File: src/rtl/sevenseg_pkg.sv
// Shared constants for the seven-segment scan driver: glyph table, widths, slot states.
package sevenseg_pkg;

    localparam int SEG_W = 7;
    localparam logic [SEG_W-1:0] SEG_OFF = '0;

    // Active-high glyphs, bit0=a .. bit6=g; b and d are lowercase.
    localparam logic [SEG_W-1:0] HEX_GLYPH [16] = '{
        7'h3F, 7'h06, 7'h5B, 7'h4F, 7'h66, 7'h6D, 7'h7D, 7'h07,
        7'h7F, 7'h6F, 7'h77, 7'h7C, 7'h39, 7'h5E, 7'h79, 7'h71
    };

    typedef enum logic {SLOT_GUARD, SLOT_DRIVE} slot_t;

endpackage

File: src/rtl/sevenseg_scan_if.sv
// Load-side bus of the scan driver: value source drives, driver reports pending.
interface sevenseg_scan_if #(
    parameter int NUM_DIGITS = 4
);
    logic [4*NUM_DIGITS-1:0] value_in;
    logic [NUM_DIGITS-1:0]   dp_in;
    logic [NUM_DIGITS-1:0]   blank_in;
    logic                    lz_en;
    logic                    load;
    logic                    pending;

    modport master (output value_in, dp_in, blank_in, lz_en, load, input pending);
    modport slave  (input value_in, dp_in, blank_in, lz_en, load, output pending);
endinterface

File: src/rtl/sevenseg_decode.sv
// Combinational hex nibble to active-high seven-segment glyph.
module sevenseg_decode
    import sevenseg_pkg::*;
(
    input  logic [3:0]       nibble,
    output logic [SEG_W-1:0] glyph
);
    assign glyph = HEX_GLYPH[nibble];
endmodule

File: src/rtl/sevenseg_scan.sv
// Time-multiplexed N-digit seven-segment driver with tear-free loading,
// guard interval, blanking and leading-zero suppression.
module sevenseg_scan
    import sevenseg_pkg::*;
#(
    parameter int NUM_DIGITS     = 4,
    parameter int REFRESH_DIV    = 25000,
    parameter int GUARD          = 64,
    parameter bit SEG_ACTIVE_LOW = 1'b1,
    parameter bit AN_ACTIVE_LOW  = 1'b1
) (
    input  logic                  clk,
    input  logic                  rst,
    sevenseg_scan_if.slave        bus,
    output logic [SEG_W-1:0]      seg,
    output logic                  dp,
    output logic [NUM_DIGITS-1:0] an,
    output logic                  frame_start
);
    localparam int CNT_W = (REFRESH_DIV > 1) ? $clog2(REFRESH_DIV) : 1;
    localparam int IDX_W = (NUM_DIGITS > 1) ? $clog2(NUM_DIGITS) : 1;
    localparam logic [CNT_W-1:0] CNT_LAST = CNT_W'(REFRESH_DIV - 1);
    localparam logic [IDX_W-1:0] IDX_LAST = IDX_W'(NUM_DIGITS - 1);

    typedef struct packed {
        logic [NUM_DIGITS-1:0][3:0] value;
        logic [NUM_DIGITS-1:0]      dp;
        logic [NUM_DIGITS-1:0]      blank;
        logic                       lz;
    } disp_t;

    // Display comes out of reset fully blanked so nothing lights before the first load.
    localparam disp_t DISP_RST = '{value: '0, dp: '0, blank: '1, lz: 1'b0};

    logic [CNT_W-1:0]      cnt;
    logic [IDX_W-1:0]      idx;
    disp_t                 shadow, disp;
    slot_t                 slot;
    logic                  boundary, run, dark;
    logic [NUM_DIGITS-1:0] supp;
    logic [3:0]            nib;
    logic [SEG_W-1:0]      glyph, seg_n;
    logic                  dp_n;
    logic [NUM_DIGITS-1:0] an_n;

    always_ff @(posedge clk or posedge rst) begin
        if (rst) begin
            cnt <= '0;
            idx <= '0;
        end else if (cnt == CNT_LAST) begin
            cnt <= '0;
            idx <= (idx == IDX_LAST) ? '0 : idx + IDX_W'(1);
        end else begin
            cnt <= cnt + CNT_W'(1);
        end
    end

    // A load coinciding with the boundary still lets the older shadow through first.
    always_ff @(posedge clk or posedge rst) begin
        if (rst) begin
            shadow      <= '0;
            disp        <= DISP_RST;
            bus.pending <= 1'b0;
        end else begin
            if (boundary && bus.pending)
                disp <= shadow;
            if (bus.load)
                shadow <= '{value: bus.value_in, dp: bus.dp_in,
                            blank: bus.blank_in, lz: bus.lz_en};
            bus.pending <= bus.load | (bus.pending & ~boundary);
        end
    end

    assign nib = disp.value[idx];

    sevenseg_decode u_decode (
        .nibble (nib),
        .glyph  (glyph)
    );

    always_comb begin
        slot     = (cnt < CNT_W'(GUARD)) ? SLOT_GUARD : SLOT_DRIVE;
        boundary = (cnt == CNT_LAST) && (idx == IDX_LAST);
        // Zero run from the top digit; a blanked nonzero digit still ends it.
        run  = disp.lz;
        supp = '0;
        for (int i = NUM_DIGITS - 1; i > 0; i--) begin
            run     = run & (disp.value[i] == 4'h0);
            supp[i] = run;
        end
        dark  = disp.blank[idx] | supp[idx];
        seg_n = SEG_OFF;
        dp_n  = 1'b0;
        an_n  = '0;
        if (slot == SLOT_DRIVE) begin
            an_n[idx] = 1'b1;
            if (!dark)
                seg_n = glyph;
            dp_n = disp.dp[idx] & ~disp.blank[idx];
        end
    end

    always_ff @(posedge clk or posedge rst) begin
        if (rst) begin
            seg         <= SEG_OFF ^ {SEG_W{SEG_ACTIVE_LOW}};
            dp          <= SEG_ACTIVE_LOW;
            an          <= {NUM_DIGITS{AN_ACTIVE_LOW}};
            frame_start <= 1'b0;
        end else begin
            seg         <= seg_n ^ {SEG_W{SEG_ACTIVE_LOW}};
            dp          <= dp_n ^ SEG_ACTIVE_LOW;
            an          <= an_n ^ {NUM_DIGITS{AN_ACTIVE_LOW}};
            frame_start <= boundary;
        end
    end

endmodule

File: src/flat_wrapper.sv
// flat-port wrapper written by rule: the top's interface ports become plain ports
module sevenseg_scan_flat import sevenseg_pkg::*;
#(
    parameter int NUM_DIGITS     = 4,
    parameter int REFRESH_DIV    = 25000,
    parameter int GUARD          = 64,
    parameter bit SEG_ACTIVE_LOW = 1'b1,
    parameter bit AN_ACTIVE_LOW  = 1'b1
)
  (clk, rst, seg, dp, an, frame_start, bus_value_in, bus_dp_in, bus_blank_in, bus_lz_en, bus_load, bus_pending);
  sevenseg_scan_if #(.NUM_DIGITS(NUM_DIGITS)) bus_i ();
  input  logic clk;
  input  logic rst;
  output logic [SEG_W-1:0] seg;
  output logic dp;
  output logic [NUM_DIGITS-1:0] an;
  output logic frame_start;
  input wire logic [$bits(bus_i.value_in)-1:0] bus_value_in;
  input wire logic [$bits(bus_i.dp_in)-1:0] bus_dp_in;
  input wire logic [$bits(bus_i.blank_in)-1:0] bus_blank_in;
  input wire logic [$bits(bus_i.lz_en)-1:0] bus_lz_en;
  input wire logic [$bits(bus_i.load)-1:0] bus_load;
  output wire logic [$bits(bus_i.pending)-1:0] bus_pending;
  assign bus_i.value_in = bus_value_in;
  assign bus_i.dp_in = bus_dp_in;
  assign bus_i.blank_in = bus_blank_in;
  assign bus_i.lz_en = bus_lz_en;
  assign bus_i.load = bus_load;
  assign bus_pending = bus_i.pending;
  sevenseg_scan #(.NUM_DIGITS(NUM_DIGITS), .REFRESH_DIV(REFRESH_DIV), .GUARD(GUARD), .SEG_ACTIVE_LOW(SEG_ACTIVE_LOW), .AN_ACTIVE_LOW(AN_ACTIVE_LOW)) u_core (.clk(clk), .rst(rst), .bus(bus_i), .seg(seg), .dp(dp), .an(an), .frame_start(frame_start));
endmodule
File: config.mk
export PLATFORM = sky130hd
export DESIGN_NAME = sevenseg_scan_flat
export DESIGN_NICKNAME = d
export VERILOG_FILES = /design/src/rtl/sevenseg_pkg.sv /design/src/rtl/sevenseg_scan_if.sv /design/src/rtl/sevenseg_decode.sv /design/src/rtl/sevenseg_scan.sv /design/src/flat_wrapper.sv
export SDC_FILE = /design/constraint.sdc
export NUM_CORES = 1
export LEC_CHECK = 0
export CAP_MARGIN = 20
export CORE_UTILIZATION = 40
export CTS_BUF_LIST = sky130_fd_sc_hd__clkbuf_8 sky130_fd_sc_hd__clkbuf_16
export CTS_CLUSTER_DIAMETER = 120
export CTS_CLUSTER_SIZE = 14
export DETAILED_ROUTE_END_ITERATION = 8
export DONT_BUFFER_PORTS = 1
export SETUP_SLACK_MARGIN = 0.05
export SYNTH_ARGS = -nofsm -noshare
export SYNTH_HDL_FRONTEND = slang
export SYNTH_SLANG_ARGS = --single-unit
File: constraint.sdc
create_clock -name clk -period 2.7 [get_ports clk]
set_clock_uncertainty 0.05 [all_clocks]
set_input_delay 0.81 -clock clk [delete_from_list [all_inputs] [get_ports clk]]
set_output_delay 0.81 -clock clk [all_outputs]
set_load 0.01 [all_outputs]
After elaboration in Yosys (flattened, before gate mapping). Memory sizes are Yosys's and may differ from the RTL's. Index checks and enable logic that the tools add are counted.

Bits in registers: 81. Input port bits: 28. Memories: 1. Logic and storage cells: 67. Memory bits (read-only): 112. Memory bits (writable): 0. Bits in latches: 0.

$lt $le $gt $ge: 4. $mul: 0. Equal/unequal tests: 2. Bitwise logic cells: 13. Mux-type cells: 18. Add/subtract/negate cells: 2. Reduce and logical (&&, ||, !) cells: 6. Shifts and indexed selects: 0. Divide/modulo/power cells: 0.

Memories: (no name shown) (depth 16, width 7, rd ports 1, clocked after Yosys merged registers in 0, wr ports 0, RTL line sevenseg_decode.sv:8) `assign glyph = HEX_GLYPH[nibble];`.

Operators with widths (count): 7-bit 2-to-1 mux (4); 15-bit by 1-bit adder with 15-bit output, second input constant (1); 15-bit == test, second input constant (1); 15-bit by 7-bit less-than comparator with 1-bit output, second input constant (1); 15-bit 2-to-1 mux (1); 4-bit logical NOT (3); 4-bit binary-select mux with 2-bit select (1); 4-bit 2-to-1 mux (2); 7-bit NOT (1); 1-bit binary-select mux with 2-bit select (3); 1-bit AND (5); 5-bit >= comparator, second input constant (1); 1-bit 2-to-1 mux (5); 4-bit NOT with 5-bit output (1); 4-bit NOT (1); 1-bit logical AND (3); 2-bit by 3-bit less-than comparator with 1-bit output, second input constant (1); 1-bit NOT (3); 2-bit by 1-bit adder with 2-bit output, second input constant (1); 1-bit demux with 2-bit select (1); 2-bit == test, second input constant (1); 2-bit by 1-bit >= comparator with 1-bit output, second input constant (1); 2-bit 2-to-1 mux (1); 1-bit bitwise OR (2).

Depth between registers and ports, before layout. Gate-level depths: netlist (run 1).

Depth in word-level cells: 10. Mapped depth: 7. Gate-level depth less buffers: 6.

By module. Synthesis (run 1) repeated with hierarchy kept, for this count alone.

Cell total of the unflattened synthesis: 270. Area total of the unflattened synthesis: 3739.8 um^2.

Modules (own cells, without submodules): sevenseg_scan (cells an instance 237, sequential area each 2047.0 um^2, area each 3452.1 um^2, instances 1); sevenseg_decode (cells an instance 33, sequential area each 0.0 um^2, area each 287.8 um^2, instances 1).

Worst setup path before layout (run 1). OpenSTA, ideal clock, no wires.

Kind: flip-flop to flip-flop. Start point: register u_core.idx[0]. End point: register u_core.seg[3]. Clock period less this slack: 2.043 ns. Cell stages (with the launch flop): 7. Buffers on the path: 1. Arrival: 1.903 ns. Setup slack: 0.657 ns. Cells stage by stage: dfrtp_1 buf_6 mux4_1 ha_1 or2_2 a21oi_1 o21ai_1.

Word-level cells in the longest chain between the ends: 9.

Ends and longest elaborated chain: start, declared (RTL line sevenseg_scan.sv:36) `logic [IDX_W-1:0] idx;`; start signal, assigned (RTL line sevenseg_scan.sv:52) `idx <= (idx == IDX_LAST) ? '0 : idx + IDX_W'(1);`; 4-bit binary-select mux with 2-bit select (RTL line sevenseg_scan.sv:74) `assign nib = disp.value[idx];`; 4-bit 2-to-1 mux (not written as such) (RTL line sevenseg_scan.sv:74); 4-bit NOT with 5-bit output (not written as such) (RTL line sevenseg_decode.sv:8); memory 16 x 7 bit; 7-bit 2-to-1 mux (not written as such) (2 in a row) (RTL line sevenseg_decode.sv:8); 7-bit 2-to-1 mux * (RTL line sevenseg_scan.sv:97) `if (!dark)`; 7-bit 2-to-1 mux * (RTL line sevenseg_scan.sv:95) `if (slot == SLOT_DRIVE) begin`; 7-bit NOT (no source line) *; end signal, assigned (RTL line sevenseg_scan.sv:105) `seg <= SEG_OFF ^ {SEG_W{SEG_ACTIVE_LOW}};`; end signal, assigned (RTL line sevenseg_scan.sv:110) `seg <= seg_n ^ {SEG_W{SEG_ACTIVE_LOW}};`; end, declared (RTL line sevenseg_scan.sv:15) `output logic [SEG_W-1:0] seg,`.

Mark *: on every way between the ends. The rest lies on a longest branch, timed or not. The select of a mux whose other input is x is not followed. A chain may end at the register's enable or synchronous reset.

Final worst setup path (run 1). Same ends and word-level chain as after synthesis.

==> results of run 1 <==
[flip-flops by register name (all words and copies together), names as in the netlist]
| register | count |
|---|---|
| u_core.seg | 7 |
| u_core.idx | 2 |
| u_core.frame_start | 1 |
| u_core.an | 4 |
| u_core.bus.pending | 1 |
| u_core.shadow | 25 |
| u_core.cnt | 15 |
| u_core.dp | 1 |
| u_core.disp | 25 |
[area by class of cell]
| type | instances | area [sq um] | share of cell area (%) |
|---|---|---|---|
| multi-input cells | 169 | 1530 | 38.2 |
| well taps | 108 | 135 | 3.38 |
| flip-flops and latches | 81 | 2050 | 51.2 |
| clock inverters | 7 | 88.8 | 2.22 |
| clock buffers | 9 | 124 | 3.10 |
| repair buffers | 4 | 42.5 | 1.06 |
| inverters | 7 | 30.0 | 0.752 |
[metrics by stage]
stage          area [sq um]  cells  util, %
2_1_floorplan          3680    269        -
3_3_place_gp           3780    369     43.0
3_5_place_dp           3780    369     43.0
4_1_cts                4000    385     45.4
5_1_grt                4000    385     45.4
6_report               4000    385     45.4
[power groups by stage]
stage,combinational [W],sequential (W),clock [W]
after floorplan,0.0000631,0.00129,0
after global placement,0.0000690,0.00129,0
after detailed placement,0.0000704,0.00129,0
after CTS,0.0000705,0.00127,0.000962
after global routing,0.0000774,0.00128,0.00101
final,0.0000679,0.00127,0.000928
[logic make-up after synthesis]
group                    synth area share [%]
buffers and inverters                    2.76
flip-flops                               55.7
AO/OA/AOI/OAI                            4.73
AND/OR/NAND/NOR                          8.92
adder cells (fa/ha/maj)                  3.74
XOR/XNOR                                 3.34
multiplexers                             20.8
[synthesized netlist by cell type, types with 3 or more instances]
| master | number | area (sq um) |
|---|---|---|
| and3_1 | 6 | 37.5 |
| o211ai_1 | 4 | 30.0 |
| xor2_1 | 10 | 87.6 |
| o21ai_0 | 4 | 20.0 |
| a21oi_1 | 3 | 15.0 |
| and2_1 | 4 | 25.0 |
| xnor2_1 | 4 | 35.0 |
| ha_1 | 11 | 138 |
| clkbuf_1 | 4 | 15.0 |
| nor2_1 | 9 | 33.8 |
| mux4_1 | 3 | 78.8 |
| mux4_2 | 4 | 90.1 |
| buf_6 | 3 | 33.8 |
| inv_1 | 7 | 26.3 |
| nand2_1 | 18 | 67.6 |
| dfstp_2 | 16 | 420 |
| dfrtp_1 | 65 | 1630 |
| buf_2 | 3 | 15.0 |
| nand3_1 | 6 | 30.0 |
| mux2_2 | 53 | 597 |
[per-layer routing]
metal | vias to the layer above | wire (um) | GRT usage (%)
met1 | 1048 | 3050 | 19.0
met4 | 0 | 84 | 4.90
met5 | - | 0 | 0
met2 | 38 | 2830 | 21.5
met3 | 6 | 346 | 5.80
li1 | 964 | - | -
[final timing paths]
path | startpoint | endpoint | cells past startpoint
setup / recovery | u_core.idx[0]$_DFFE_PP0N_ | u_core.seg[3]$_DFF_PP1_ | 5
hold / removal | rst | u_core.shadow[24]$_DFFE_PP0P_ | 2
setup reg to reg | u_core.idx[0]$_DFFE_PP0N_ | u_core.seg[3]$_DFF_PP1_ | 5
hold reg to reg | u_core.cnt[0]$_DFF_PP0_ | u_core.cnt[0]$_DFF_PP0_ | 1
max in group asynchronous | rst | u_core.seg[4]$_DFF_PP1_ | 2
min in group clk | u_core.cnt[0]$_DFF_PP0_ | u_core.cnt[0]$_DFF_PP0_ | 1
==> results.json, run 1 <==
{
  "outcome": "finished with violations",
  "failed_checks": "DRC",
  "crit_chain": "mux4_1 -> ha_1 -> or2_2 -> a21oi_1 -> o21ai_1",
  "critPathSlowestCell": "mux4_1",
  "post_drt_wl_per_cell_um": 16.4,
  "vias_per_cell": 5.34,
  "syn-cell-area_sq_um": 3680,
  "overflow": 0,
  "leakage_nw": 1.76,
  "peakVddDrop_mv": 0.354,
  "end_kind": "flop",
  "cts-buffers-inserted": 9,
  "fp.dieArea_sq_um": 9580,
  "nets": 311,
  "clk_pin_slew_worst_paths_ps": 80,
  "final_common_cell": "dfrtp_1",
  "pre_cts_slack_ps": 442,
  "synth_ff_type": "dfrtp_1",
  "worstPathMaxFanout": 10,
  "syn_nets": 308,
  "cts_resized": 0,
  "power.share.clock_pct": 40.9,
  "grt_usage_pct": 14.4,
  "whs_ps": 376,
  "p_comb_share_pct": 3.0,
  "cap_violations": 0,
  "hold_viol": 0,
  "post-cts-setup-buffers": 0,
  "postSynth.asyncResetShare_pct": 100,
  "area_delta_synth_final_pct": 8.68,
  "cp.required_ps": 2910,
  "drt-pass1-iter-count": 6,
  "cts_tree": "built",
  "wirelength_mm": 6.31,
  "p_per_area_nw_per_um2": 567,
  "first_global_vias": 2106,
  "gp_congestion": 0.769,
  "cp.arrival_ps": 2490,
  "ys_ff_latch": 81,
  "slowest_delay_ps": 710,
  "hold_path.class": "in -> async",
  "crit_path_start_kind": "flop",
  "grt_start_max_net_pins": 82,
  "yosysWarnings": 0,
  "clock_latency_ps": 350,
  "cts.path.max_buffers": 2,
  "critical_path_class": "reg -> reg",
  "drc": 2,
  "final-setup-viol-count": 0,
  "synth.lib_cells_used.distinct": 42,
  "grt_pass1_wl_mm": 10.7,
  "syn_area_per_cell_sq_um": 13.7,
  "setup_tns_ps": 0,
  "chipWidth_um": 97.9,
  "power_w": 0.00227,
  "row_count": 34,
  "worst_slack_ps": 423,
  "timing.slew.headroom_pct": 63.6,
  "p_sw_share_pct": 20.5,
  "ios": 42,
  "max_clock_freq_mhz": 439,
  "yosysSeqAreaShare_pct": 55.7,
  "r2r_setup_slack_ps": 420,
  "ant_nets": 0,
  "layout-drive-gt1-share_pct": 35.0,
  "tightest_slew_ps": 541,
  "rsz0062_at_grt": "no",
  "critPathTopFamily": "multiplexers",
  "h-tree-depth": 3,
  "vias": 2056,
  "port-buffer-count": 0,
  "path_buf_inv": 0,
  "cts-root-buf": "clkbuf_8",
  "min_period_ps": 2280,
  "initial_core_util_pct": 41.7,
  "die_y_um": 97.9,
  "layout_common_cells": "dfrtp_1 (65), mux2_2 (53), nand2_1 (18), dfstp_2 (16), ha_1 (11)",
  "slew_viol_final": 0,
  "power.internal_w": 0.00180,
  "n_antenna_cell": 0,
  "post-route-period-util_pct": 84.3,
  "fill_cells": 825,
  "power.switching_w": 0.000465,
  "cts.sinks": 81,
  "hold_buffers": 0,
  "syn_inst": 269,
  "core_area_sq_um": 8810,
  "dpl.hpwl_mm": 4.33,
  "drt_iter0_drc": 108,
  "synth_edf_count": 0,
  "seq_power_share_pct": 56.1,
  "antenna_found_initial": 0
}
No activity file was read; power rests on OpenSTA's default activity.
==> run 2, diff against run 1 <==
==> constraint.sdc (replaced) <==
create_clock -name clk -period 2.04 [get_ports clk]
set_clock_uncertainty 0.05 [all_clocks]
set_input_delay 0.612 -clock clk [delete_from_list [all_inputs] [get_ports clk]]
set_output_delay 0.612 -clock clk [all_outputs]
set_load 0.01 [all_outputs]
==> results.json, run 2 (synthesis gave the netlist of run 1 again) <==
{
  "outcome": "finished with violations",
  "failed_checks": "DRC",
  "cts.path.max_buffers": 2,
  "cp.required_ps": 2240,
  "power.share.clock_pct": 44.2,
  "rsz0062_at_grt": "yes",
  "cts.sinks": 81,
  "p_comb_share_pct": 2.8,
  "drt-pass1-iter-count": 6,
  "worstPathMaxFanout": 8,
  "hold_path.class": "in -> async",
  "power.internal_w": 0.00254,
  "max_clock_freq_mhz": 521,
  "hold_buffers": 0,
  "seq_power_share_pct": 53.0,
  "area_delta_synth_final_pct": 12.6,
  "drt_iter0_drc": 67,
  "final-setup-viol-count": 0,
  "dpl.cell_count": 378,
  "cp.arrival_ps": 2120,
  "whs_ps": 190,
  "power_w": 0.00317,
  "ios": 42,
  "row_count": 34,
  "worst_slack_ps": 122,
  "top_regs": "u_core.disp (25), u_core.shadow (25), u_core.cnt (15)",
  "peakVddDrop_mv": 0.534,
  "hold_viol": 0,
  "wirelength_mm": 6.48,
  "finalNonFillerCells": 394,
  "power.switching_w": 0.000628,
  "critical_path_class": "reg -> reg",
  "post-route-period-util_pct": 94.0,
  "port-buffer-count": 0,
  "cts-buffers-inserted": 9,
  "setup_tns_ps": 0,
  "min_period_ps": 1920,
  "final_common_cell": "dfrtp_1",
  "first_global_vias": 2211,
  "vias_per_cell": 5.31,
  "clk_pin_slew_worst_paths_ps": 80,
  "ant_nets": 0,
  "fp.dieArea_sq_um": 9580,
  "timing.slew.headroom_pct": 62.9,
  "h-tree-depth": 3,
  "core_area_sq_um": 8810,
  "cts-root-buf": "clkbuf_8",
  "vias": 2091,
  "grt_usage_pct": 14.9,
  "overflow": 0,
  "layout-drive-gt1-share_pct": 40.6,
  "cts_tree": "built",
  "pre_cts_slack_ps": 59.3,
  "antenna_found_initial": 0,
  "grt_start_max_net_pins": 82,
  "p_per_area_nw_per_um2": 767,
  "slew_viol_final": 0,
  "nets": 321,
  "post_drt_wl_per_cell_um": 16.5,
  "leakage_nw": 1.82,
  "die_y_um": 97.9,
  "gp_congestion": 0.787,
  "chipWidth_um": 97.9,
  "initial_core_util_pct": 41.7,
  "grt_pass1_wl_mm": 11.3,
  "end_kind": "flop",
  "p_sw_share_pct": 19.8,
  "cap_violations": 0,
  "tightest_slew_ps": 551,
  "dpl.hpwl_mm": 4.38,
  "drc": 2,
  "n_antenna_cell": 0,
  "clock_latency_ps": 340,
  "layout_common_cells": "dfrtp_1 (64), mux2_2 (53), nand2_1 (18), dfstp_2 (16)",
  "crit_path_start_kind": "flop"
}
-- run 2: cell types whose count changed in the layout (fill, tap and decap cells not counted), moves of 2 or more --
| cell | delta |
|---|---|
| buf_4 | +7 |
| inv_1 | -3 |
| buf_12 | +2 |
| mux4_1 | -2 |
| mux4_2 | +2 |
-- run 2: metal layers --
layer | track usage (%) | up-vias | part of all wire, %
met3 | 4.01 | 6 | 4.5
met5 | 0 | - | 0
met1 | 21.3 | 1057 | 50
met4 | 4.90 | 0 | 1.0
met2 | 22.1 | 47 | 45
li1 | - | 981 | -
-- run 2: cell type report --
type                       instances  area (sq um)
clock inverter                     5           104
timing repair buffer              14           146
inverter                           7          30.0
multi-input combinational        169          1540
tap                              108           135
fill                             733          4670
sequential                        81          2050
clock buffer                      10           138
-- run 2: repair_timing --
item	in CTS	in global routing
resized for setup	1	7
pin swaps	0	1
buffers inserted	0	1
endpoints found under the setup margin	1	7
-- run 2: per-stage QoR --
step	area [sq um]	util, %
detailed placement	3870	44.0
global placement	3870	44.0
global route	4140	47.0
CTS	4120	46.7
floorplan	3680	-
finish	4140	47.0
-- run 2: path summary, 6_finish.rpt --
path | from | endpoint | slack (ps) | cells after the start
hold / removal | rst | u_core.shadow[11]$_DFFE_PP0P_ | 190 | 2
hold reg to reg | u_core.cnt[0]$_DFF_PP0_ | u_core.cnt[0]$_DFF_PP0_ | 410 | 1
min in group clk | bus_load | u_core.bus.pending$_DFF_PP0_ | 340 | 1
setup reg to reg | u_core.idx[0]$_DFFE_PP0N_ | u_core.seg[6]$_DFF_PP1_ | 120 | 5
setup / recovery | u_core.idx[0]$_DFFE_PP0N_ | u_core.seg[6]$_DFF_PP1_ | 120 | 5
max in group asynchronous | rst | u_core.dp$_DFF_PP1_ | 1360 | 2
-- run 2: worst max-delay path: stages, from the launching register on --
cell and delay, ps:
dfrtp_2 410, buf_6 150, mux4_2 520, a31o_4 240, a41oi_4 310, o211ai_1 150
-- run 2: power groups by stage --
stage | registers [W] | logic [W] | clock network, W
6_report | 0.00168 | 0.0000896 | 0.00140
4_1_cts | 0.00168 | 0.0000937 | 0.00145
2_1_floorplan | 0.00170 | 0.0000836 | 0
5_1_grt | 0.00169 | 0.000102 | 0.00150
3_3_place_gp | 0.00171 | 0.0000908 | 0
3_5_place_dp | 0.00171 | 0.0000934 | 0
==> run 3, diff against run 2 <==
--- a/config.mk
+++ b/config.mk
@@ -6,12 +6,15 @@
 export NUM_CORES = 1
 export LEC_CHECK = 0
 export CAP_MARGIN = 20
+export CELL_PAD_IN_SITES_DETAIL_PLACEMENT = 0
+export CELL_PAD_IN_SITES_GLOBAL_PLACEMENT = 1
 export CORE_UTILIZATION = 40
 export CTS_BUF_LIST = sky130_fd_sc_hd__clkbuf_8 sky130_fd_sc_hd__clkbuf_16
 export CTS_CLUSTER_DIAMETER = 120
 export CTS_CLUSTER_SIZE = 14
 export DETAILED_ROUTE_END_ITERATION = 8
 export DONT_BUFFER_PORTS = 1
+export PLACE_DENSITY_LB_ADDON = 0.1
 export SETUP_SLACK_MARGIN = 0.05
 export SYNTH_ARGS = -nofsm -noshare
 export SYNTH_HDL_FRONTEND = slang
==> results.json, run 3 (synthesis gave the netlist of run 1 again) <==
{
  "outcome": "finished with violations",
  "failed_checks": "DRC",
  "wirelength_mm": 6.57,
  "post_drt_wl_per_cell_um": 16.5,
  "timing.slew.headroom_pct": 59.2,
  "antenna_found_initial": 0,
  "final-setup-viol-count": 0,
  "top_regs": "u_core.disp (25), u_core.shadow (25), u_core.cnt (15)",
  "post-route-period-util_pct": 92.8,
  "worstPathMaxFanout": 7,
  "whs_ps": 176,
  "grt_usage_pct": 15.2,
  "multiInputGateArea_sq_um": 1540,
  "fp.dieArea_sq_um": 9580,
  "hold_path.class": "in -> async",
  "drt_iter0_drc": 76,
  "ios": 42,
  "place_area_sq_um": 3900,
  "max_clock_freq_mhz": 528,
  "critical_path_class": "reg -> reg",
  "tightest_slew_ps": 607,
  "h-tree-depth": 3,
  "final_common_cell": "dfrtp_1",
  "dpl.hpwl_mm": 4.56,
  "p_comb_share_pct": 3.2,
  "grt_pass1_wl_mm": 11.2,
  "overflow": 0,
  "clock_latency_ps": 350,
  "vias": 2070,
  "area_delta_synth_final_pct": 11.4,
  "cp.required_ps": 2250,
  "dpl.cell_count": 382,
  "vias_per_cell": 5.20,
  "power_w": 0.00283,
  "cp.arrival_ps": 2100,
  "drt-pass1-iter-count": 6,
  "r2r-end": "u_core.seg[5]$_DFF_PP1_",
  "grt_start_max_net_pins": 82,
  "p_per_area_nw_per_um2": 692,
  "hold_viol": 0,
  "crit_start": "u_core.idx[0]$_DFFE_PP0N_",
  "row_count": 34,
  "cts.sinks": 81,
  "rsz0062_at_grt": "no",
  "gp_congestion": 0.782,
  "min_period_ps": 1890,
  "drc": 3,
  "cts-buffers-inserted": 9,
  "first_global_vias": 2123,
  "leakage_nw": 1.80,
  "end_kind": "flop",
  "layout_common_cells": "dfrtp_1 (64), mux2_2 (53), nand2_1 (18), dfstp_2 (16), buf_4 (14)",
  "cts-root-buf": "clkbuf_8",
  "nets": 324,
  "p_sw_share_pct": 24.0,
  "layout-drive-gt1-share_pct": 40.3,
  "core_area_sq_um": 8810,
  "fill_cells": 815,
  "seq_power_share_pct": 59.3,
  "rr_startpoint": "u_core.idx[0]$_DFFE_PP0N_",
  "cap_violations": 0,
  "power.switching_w": 0.000681,
  "port-buffer-count": 0,
  "clk_pin_slew_worst_paths_ps": 90,
  "stdcell_area_sq_um": 4100,
  "die_y_um": 97.9,
  "setup_tns_ps": 0,
  "r2r_cells": 5,
  "slew_viol_final": 0,
  "cts_tree": "built",
  "hold_buffers": 0,
  "n_antenna_cell": 0,
  "chipWidth_um": 97.9,
  "ant_nets": 0,
  "r2r_setup_slack_ps": 150,
  "crit_path_start_kind": "flop",
  "finalNonFillerCells": 398,
  "critPathCapture": "u_core.seg[5]$_DFF_PP1_",
  "peakVddDrop_mv": 0.354,
  "cts.path.max_buffers": 2,
  "regArea_sq_um": 2050,
  "power.internal_w": 0.00215,
  "power.share.clock_pct": 37.5,
  "initial_core_util_pct": 41.7
}
-- run 3: cell count changes in the layout (fill, tap and decap cells not counted), moves of 2 or more --
cell        change
buf_4           +4
bufinv_16       -3
clkinv_4        +2
clkinvlp_4      +2
-- run 3: final cells by class --
cell class / count / share of cell area [%]
clock buffers: 9 / 3.02
flip-flops and latches: 81 / 50.0
well taps: 108 / 3.30
inverters: 7 / 0.733
multi-input cells: 169 / 37.6
repair buffers: 17 / 4.03
clock inverters: 7 / 1.34
-- run 3: repair_timing --
action,CTS,global route
setup endpoints to repair,0,27
hold endpoints to repair,0,0
setup buffers,0,0
resized for setup,0,4
-- run 3: through the flow --
| stage | worst slack, ps | util, % |
|---|---|---|
| 2_1_floorplan | 79.3 | - |
| 5_1_grt | 51.9 | 46.5 |
| 4_1_cts | 88.6 | 46.3 |
| 6_report | 147 | 46.5 |
| 3_5_place_dp | 103 | 44.3 |
| 3_3_place_gp | 148 | 44.3 |
-- run 3: critical path: stages, from the launching register on --
cell and delay [ps]:
dfrtp_2 410, buf_4 150, mux4_2 510, a31o_4 240, a41oi_4 310, o211ai_1 150
-- run 3: layer usage --
metal	global-route usage (%)	routed length (um)	up-vias
met5	0	0	-
met4	7.34	118	0
met3	3.72	232	11
met2	20.3	2650	36
met1	23.0	3580	1023
li1	-	-	1000
-- run 3: power by group through the flow --
| stage | Sequential [W] | Clock, W | Combinational, W |
|---|---|---|---|
| after floorplan | 0.00170 | 0 | 0.0000836 |
| after global placement | 0.00171 | 0 | 0.0000915 |
| after detailed placement | 0.00171 | 0 | 0.0000943 |
| after CTS | 0.00168 | 0.00112 | 0.0000942 |
| after global routing | 0.00169 | 0.00117 | 0.000103 |
| final | 0.00168 | 0.00106 | 0.0000901 |
-- run 3: worst min-delay path by stage --
stage	start	endpoint	slack [ps]	cells past startpoint
after floorplan	u_core.cnt[0]$_DFF_PP0_	u_core.cnt[0]$_DFF_PP0_	370	1
after global placement	u_core.cnt[0]$_DFF_PP0_	u_core.cnt[0]$_DFF_PP0_	380	1
after detailed placement	u_core.cnt[0]$_DFF_PP0_	u_core.cnt[0]$_DFF_PP0_	400	1
after CTS	rst	u_core.shadow[16]$_DFFE_PP0P_	200	2
after global routing	rst	u_core.shadow[12]$_DFFE_PP0P_	200	2
final	rst	u_core.disp[24]$_DFFE_PP0P_	180	2
